===== src/rtl/riscv_mem_pkg.sv =====
// Shared definitions for the unified memory port arbiter: state encoding,
// port identifiers and default bus widths.
`timescale 1ns/1ps
package riscv_mem_pkg;

  localparam int ADDR_W_DEF = 32;
  localparam int DATA_W_DEF = 32;

  typedef enum logic [1:0] {
    IDLE   = 2'd0,
    BUSY_I = 2'd1,
    BUSY_D = 2'd2
  } arb_state_e;

  localparam logic PORT_I = 1'b0;
  localparam logic PORT_D = 1'b1;

endpackage


===== src/rtl/mem_arb_perf_cnt.sv =====
// Saturating wait-cycle counters for the fetch and memory ports.
// Only built when MEM_ARB_PERF_CNT_EN is defined.
`timescale 1ns/1ps
`ifdef MEM_ARB_PERF_CNT_EN
module mem_arb_perf_cnt (
  input  logic        clk,
  input  logic        rst,
  input  logic        i_stallF,
  input  logic        i_stallM,
  output logic [31:0] o_perfI,
  output logic [31:0] o_perfD
);

  logic [31:0] r_perfI;
  logic [31:0] r_perfD;

  // Each counter sticks at all-ones instead of wrapping back to zero.
  always_ff @(posedge clk or negedge rst) begin
    if (!rst) begin
      r_perfI <= '0;
      r_perfD <= '0;
    end else begin
      if (i_stallF && (r_perfI != '1)) r_perfI <= r_perfI + 32'd1;
      if (i_stallM && (r_perfD != '1)) r_perfD <= r_perfD + 32'd1;
    end
  end

  assign o_perfI = r_perfI;
  assign o_perfD = r_perfD;

endmodule
`endif


===== src/rtl/mem_port_arbiter.sv =====
// Round-robin arbiter sharing one single-port memory between fetch (I) and
// memory-stage (D) requesters. Optional counters: MEM_ARB_PERF_CNT_EN.
`timescale 1ns/1ps
module mem_port_arbiter
  import riscv_mem_pkg::*;
#(
  parameter int ADDR_W = ADDR_W_DEF,
  parameter int DATA_W = DATA_W_DEF
) (
  input  logic              clk,
  input  logic              rst,
  input  logic              i_req,
  input  logic [ADDR_W-1:0] i_addr,
  output logic [DATA_W-1:0] i_rdata,
  output logic              i_valid,
  input  logic              d_req,
  input  logic              d_we,
  input  logic [ADDR_W-1:0] d_addr,
  input  logic [DATA_W-1:0] d_wdata,
  output logic [DATA_W-1:0] d_rdata,
  output logic              d_valid,
  output logic              stall_f,
  output logic              stall_m,
  output logic              mem_req,
  output logic              mem_we,
  output logic [ADDR_W-1:0] mem_addr,
  output logic [DATA_W-1:0] mem_wdata,
  input  logic [DATA_W-1:0] mem_rdata,
  input  logic              mem_ready,
  output logic [31:0]       perf_i_wait,
  output logic [31:0]       perf_d_wait
);

  arb_state_e        r_state;
  arb_state_e        w_nextState;
  logic              r_lastGnt;
  logic              r_memReq;
  logic              r_memWe;
  logic [ADDR_W-1:0] r_memAddr;
  logic [DATA_W-1:0] r_memWdata;
  logic [DATA_W-1:0] r_iRdata;
  logic [DATA_W-1:0] r_dRdata;
  logic              r_iValid;
  logic              r_dValid;

  logic              w_iElig;
  logic              w_dElig;
  logic              w_grantI;
  logic              w_grantD;
  logic              w_issue;
  logic              w_doneI;
  logic              w_doneD;

  // A port whose valid is pulsing this cycle is finished and must not be re-granted yet.
  assign w_iElig  = i_req & ~r_iValid;
  assign w_dElig  = d_req & ~r_dValid;
  assign w_grantD = w_dElig & (~w_iElig | (r_lastGnt == PORT_I));
  assign w_grantI = w_iElig & ~w_grantD;

  always_ff @(posedge clk or negedge rst) begin
    if (!rst) r_state <= IDLE;
    else      r_state <= w_nextState;
  end

  always_comb begin
    w_nextState = r_state;
    unique case (r_state)
      IDLE: begin
        if (w_grantD)      w_nextState = BUSY_D;
        else if (w_grantI) w_nextState = BUSY_I;
      end
      BUSY_I, BUSY_D: begin
        if (mem_ready) w_nextState = IDLE;
      end
      default: w_nextState = IDLE;
    endcase
  end

  always_comb begin
    w_issue = 1'b0;
    w_doneI = 1'b0;
    w_doneD = 1'b0;
    unique case (r_state)
      IDLE:    w_issue = w_grantI | w_grantD;
      BUSY_I:  w_doneI = mem_ready;
      BUSY_D:  w_doneD = mem_ready;
      default: w_issue = 1'b0;
    endcase
  end

  // Memory-side signals stay frozen from issue until the completion edge.
  always_ff @(posedge clk or negedge rst) begin
    if (!rst) begin
      r_lastGnt  <= PORT_I;
      r_memReq   <= 1'b0;
      r_memWe    <= 1'b0;
      r_memAddr  <= '0;
      r_memWdata <= '0;
      r_iRdata   <= '0;
      r_dRdata   <= '0;
      r_iValid   <= 1'b0;
      r_dValid   <= 1'b0;
    end else begin
      r_iValid <= w_doneI;
      r_dValid <= w_doneD;
      if (w_issue) begin
        r_memReq <= 1'b1;
        if (w_grantD) begin
          r_memAddr  <= d_addr;
          r_memWe    <= d_we;
          r_memWdata <= d_wdata;
          r_lastGnt  <= PORT_D;
        end else begin
          r_memAddr  <= i_addr;
          r_memWe    <= 1'b0;
          r_lastGnt  <= PORT_I;
        end
      end else if (w_doneI || w_doneD) begin
        r_memReq <= 1'b0;
      end
      if (w_doneI) r_iRdata <= mem_rdata;
      if (w_doneD && !r_memWe) r_dRdata <= mem_rdata;
    end
  end

  assign mem_req   = r_memReq;
  assign mem_we    = r_memWe;
  assign mem_addr  = r_memAddr;
  assign mem_wdata = r_memWdata;
  assign i_rdata   = r_iRdata;
  assign d_rdata   = r_dRdata;
  assign i_valid   = r_iValid;
  assign d_valid   = r_dValid;
  assign stall_f   = i_req & ~r_iValid;
  assign stall_m   = d_req & ~r_dValid;

`ifdef MEM_ARB_PERF_CNT_EN
  mem_arb_perf_cnt u_perfCnt (
    .clk      (clk),
    .rst      (rst),
    .i_stallF (stall_f),
    .i_stallM (stall_m),
    .o_perfI  (perf_i_wait),
    .o_perfD  (perf_d_wait)
  );
`else
  assign perf_i_wait = '0;
  assign perf_d_wait = '0;
`endif

endmodule

===== config.mk =====
export PLATFORM = sky130hd
export DESIGN_NAME = mem_port_arbiter
export DESIGN_NICKNAME = d
export VERILOG_FILES = /design/src/rtl/riscv_mem_pkg.sv /design/src/rtl/mem_arb_perf_cnt.sv /design/src/rtl/mem_port_arbiter.sv
export SDC_FILE = /design/constraint.sdc
export NUM_CORES = 1
export LEC_CHECK = 0
export BUFFER_PORTS_ARGS = -buffer_cell sky130_fd_sc_hd__clkbuf_2
export CORE_AREA = 2 2 129 131
export DETAILED_ROUTE_END_ITERATION = 8
export DIE_AREA = 0 0 131 133
export PLACE_DENSITY_LB_ADDON = 0.2
export REMOVE_ABC_BUFFERS = 1
export SLEW_MARGIN = 20
export SYNTH_ARGS = -nofsm -noshare
export SYNTH_HDL_FRONTEND = slang
export SYNTH_SLANG_ARGS = --single-unit

===== constraint.sdc =====
create_clock -name clk -period 2.6 [get_ports clk]
set_clock_uncertainty 0.05 [all_clocks]
set_input_delay 0.52 -clock clk [delete_from_list [all_inputs] [get_ports clk]]
set_output_delay 0.52 -clock clk [all_outputs]
set_load 0.05 [all_outputs]

==> impl_metrics.toml <==
[synthesis]
synth_area_leaders = "dfrtp_1, mux2_2, buf_4"
synth_top_area_share_pct = 52.59
synth_edf_count = 0
ys_seq_elements = 135
synthTopCellsByCount = "dfrtp_1, mux2_2, buf_4, inv_1, and3b_1"
yosysUniqueCellTypes = 28
ys_seq_area_share_pct = 52.59
synth_top_area_cell = "dfrtp_1"
yosysMostFrequentCell = "dfrtp_1"
synth_area_um2 = 6424
ys_warn_count = 0
synthFlopType = "dfrtp_1"
synthArstFlopShare_pct = 100.0
avgSynthCellArea_um2 = 12.21
synthCells = 526

[floorplan]
fp.dieW_um = 131
io_pins = 332
rows = 47
core_area_um2 = 16170
die_area_um2 = 17420
initial_core_util_pct = 39.72
die_y_um = 133

[routing]
highest_layer = "met5"
dr_wl_met2_um = 8210
wl_per_cell_um = 16.65
wirelength_um = 16990
wl_met1_um = 6537
dr_total_vias = 4959
antenna_left = 0
drc = 0
viasPerCell = 4.862
routed-wl-met3_um = 1746
firstDrtPassIters = 4
initialDrtViolationCount = 165

[timing]
drv_slew = 0
rsz0062_at_grt = "false"
fin_ws_ns = 0.5082
final.setup.tns_ns = 0
slew-limit-headroom_pct = 59.31
max_freq_ghz = 0.4781
setup_viol = 0
hold_violations = 0
worstMarginPinSlew_ns = 0.6103
hold_ws_ns = 0.2803
period_needed_ns = 2.092
min_period_over_period_pct = 80.45

[min_path]
hold_start = "mem_rdata[6]"
holdPathStages = 2
hold_path_class = "primary input to register"
hold_end = "d_rdata[6]$_DFFE_PN0P_"

[power]
switching_power_mw = 7.041
switching_share_pct = 52.16
ir_drop_uv = 769.1
pwr-share-seq_pct = 27.6
power_density_nw_per_um2 = 1622
clockPowerShare_pct = 16.9
p_int_mw = 6.458
comb_power_share_pct = 55.4
p_leak_nw = 4.331

[global_routing]
grt_antenna_before_repair = 2
grt_pass1_vias = 5118
gr-usage-all-layers_pct = 19.71
grt_max_degree = 67
grt_pass1_wl_um = 26530
grt-ovfl-total = 0

[critical_path]
crit_required_ns = 2.84
end_kind = "register"
cp.arrival_ns = 2.33
r2r_end = "mem_wdata[7]$_DFFE_PN0P_"
ff2ff_setup_slack_ns = 0.51
path_max_fanout = 34
path_class = "register to register"
critPathLaunchType = "register"
rr_startpoint = "r_state[1]$_DFFE_PN0P_"
ff2ff_path_depth = 6

[placed_design]
dp.cells = 986
hpwl_um = 11840
place_ws_ns = 0.5241
port_buffers = 267
routabilityCongestion = 0.7728

[clocking]
clkSlewWorstSetupHoldPaths_ns = 0.06
clock_latency_ns = 0.41
cts.path.max_buffers = 2
cts_tree = "yes"
cts_resized = 0
numCtsBuffers = 17
cts_root_buf = "clkbuf_16"
htreeDepth = 4
clkSinkCount = 135

[layout]
fin_util_pct = 51.47
stdcell_count = 1020
syn_to_final_growth_pct = 29.57
finalNetCount = 923
drive_above_1_share_pct = 51.56

[outcome]
outcome = "completed"

[flow_run]
drv_cap = 0
-- per-stage QoR --
step	total power, mW	area, um^2
after detailed placement	11.30	7745
after floorplan	9.371	5987
final	13.50	8323
after global routing	14.23	8320
after CTS	13.64	8320
after global placement	11.13	7745
-- routing by layer --
layer	track usage, %	vias up
li1	-	2281
met2	33.79	251
met5	0	-
met4	8.747	2
met3	7.238	34
met1	21.59	2391
-- critical path: stages, from the launching register on --
cell and delay, ns:
dfrtp_1 0.41, inv_1 0.13, ha_1 0.31, inv_2 0.08
nor3_4 0.18, buf_4 0.40, mux2_2 0.40
-- power groups by stage --
stage | registers, mW | clock network [mW] | logic, mW
after global routing | 3.87 | 2.47 | 7.89
after CTS | 3.74 | 2.36 | 7.54
final | 3.73 | 2.29 | 7.48
after floorplan | 7.37 | 0 | 2.00
after global placement | 3.72 | 0 | 7.41
after detailed placement | 3.76 | 0 | 7.54
-- final cells by class --
cell class              instances  area (um^2)
fillers                      1462         7849
multi-input cells             310         2465
flip-flops and latches        135         3378
clock buffers                  19        442.9
diodes                          1        2.502
repair buffers                283         1490
inverters                      39        146.4
well taps                     220        275.3
clock inverters                13        122.6
-- repair_timing --
action / in CTS / in global routing
hold buffers: 1 / 0
setup buffers: 0 / 0
hold endpoints to repair: 26 / 0
-- how the worst max path moves through the flow --
stage,from,end,slack [ns],cells past startpoint
after floorplan,d_valid$_DFF_PN0_,mem_addr[0]$_DFFE_PN0P_,-1.53,4
final,r_state[1]$_DFFE_PN0P_,mem_wdata[7]$_DFFE_PN0P_,0.51,6
after global routing,r_state[1]$_DFFE_PN0P_,mem_wdata[7]$_DFFE_PN0P_,0.42,6
after CTS,r_state[1]$_DFFE_PN0P_,mem_wdata[7]$_DFFE_PN0P_,0.51,6
after detailed placement,r_state[1]$_DFFE_PN0P_,mem_wdata[7]$_DFFE_PN0P_,0.52,6
after global placement,r_state[0]$_DFFE_PN0P_,mem_wdata[20]$_DFFE_PN0P_,0.66,6
-- layout by cell type (no fill, tap or decap), drive strengths merged --
cell	synthesis	final
a21o	1	1
a221oi	32	32
a22o	1	1
a22oi	32	32
and2	1	1
and3b	33	33
buf	83	16
bufinv	0	1
clkbuf	22	285
clkinv	0	5
clkinvlp	0	3
conb	1	64
dfrtp	135	135
diode	0	1
dlygate4sd3	0	1
ha	3	3
inv	39	43
mux2	96	96
nand2	1	1
nand2b	4	4
nand3b	1	1
nand4	3	3
nor3	1	1
o2111ai	1	1
o211ai	2	2
o21ai	33	33
o31ai	1	1
-- flip-flops by register name, summed over array words and instances (netlist names) --
register,cells
d_rdata,32
i_rdata,32
mem_addr,32
mem_wdata,32
r_state,2
d_valid,1
i_valid,1
mem_req,1
mem_we,1
r_lastGnt,1
-- logic make-up after synthesis --
kind of cell,after synthesis,share of synthesized area (%)
other cells,1,0.05838
compound gates,103,11.47
mux,96,16.83
flops,135,52.59
buf+inv,144,12.76
fa+ha+maj,3,0.5844
simple gates,44,5.707
Note: power is estimated with default switching activity, not from simulation.
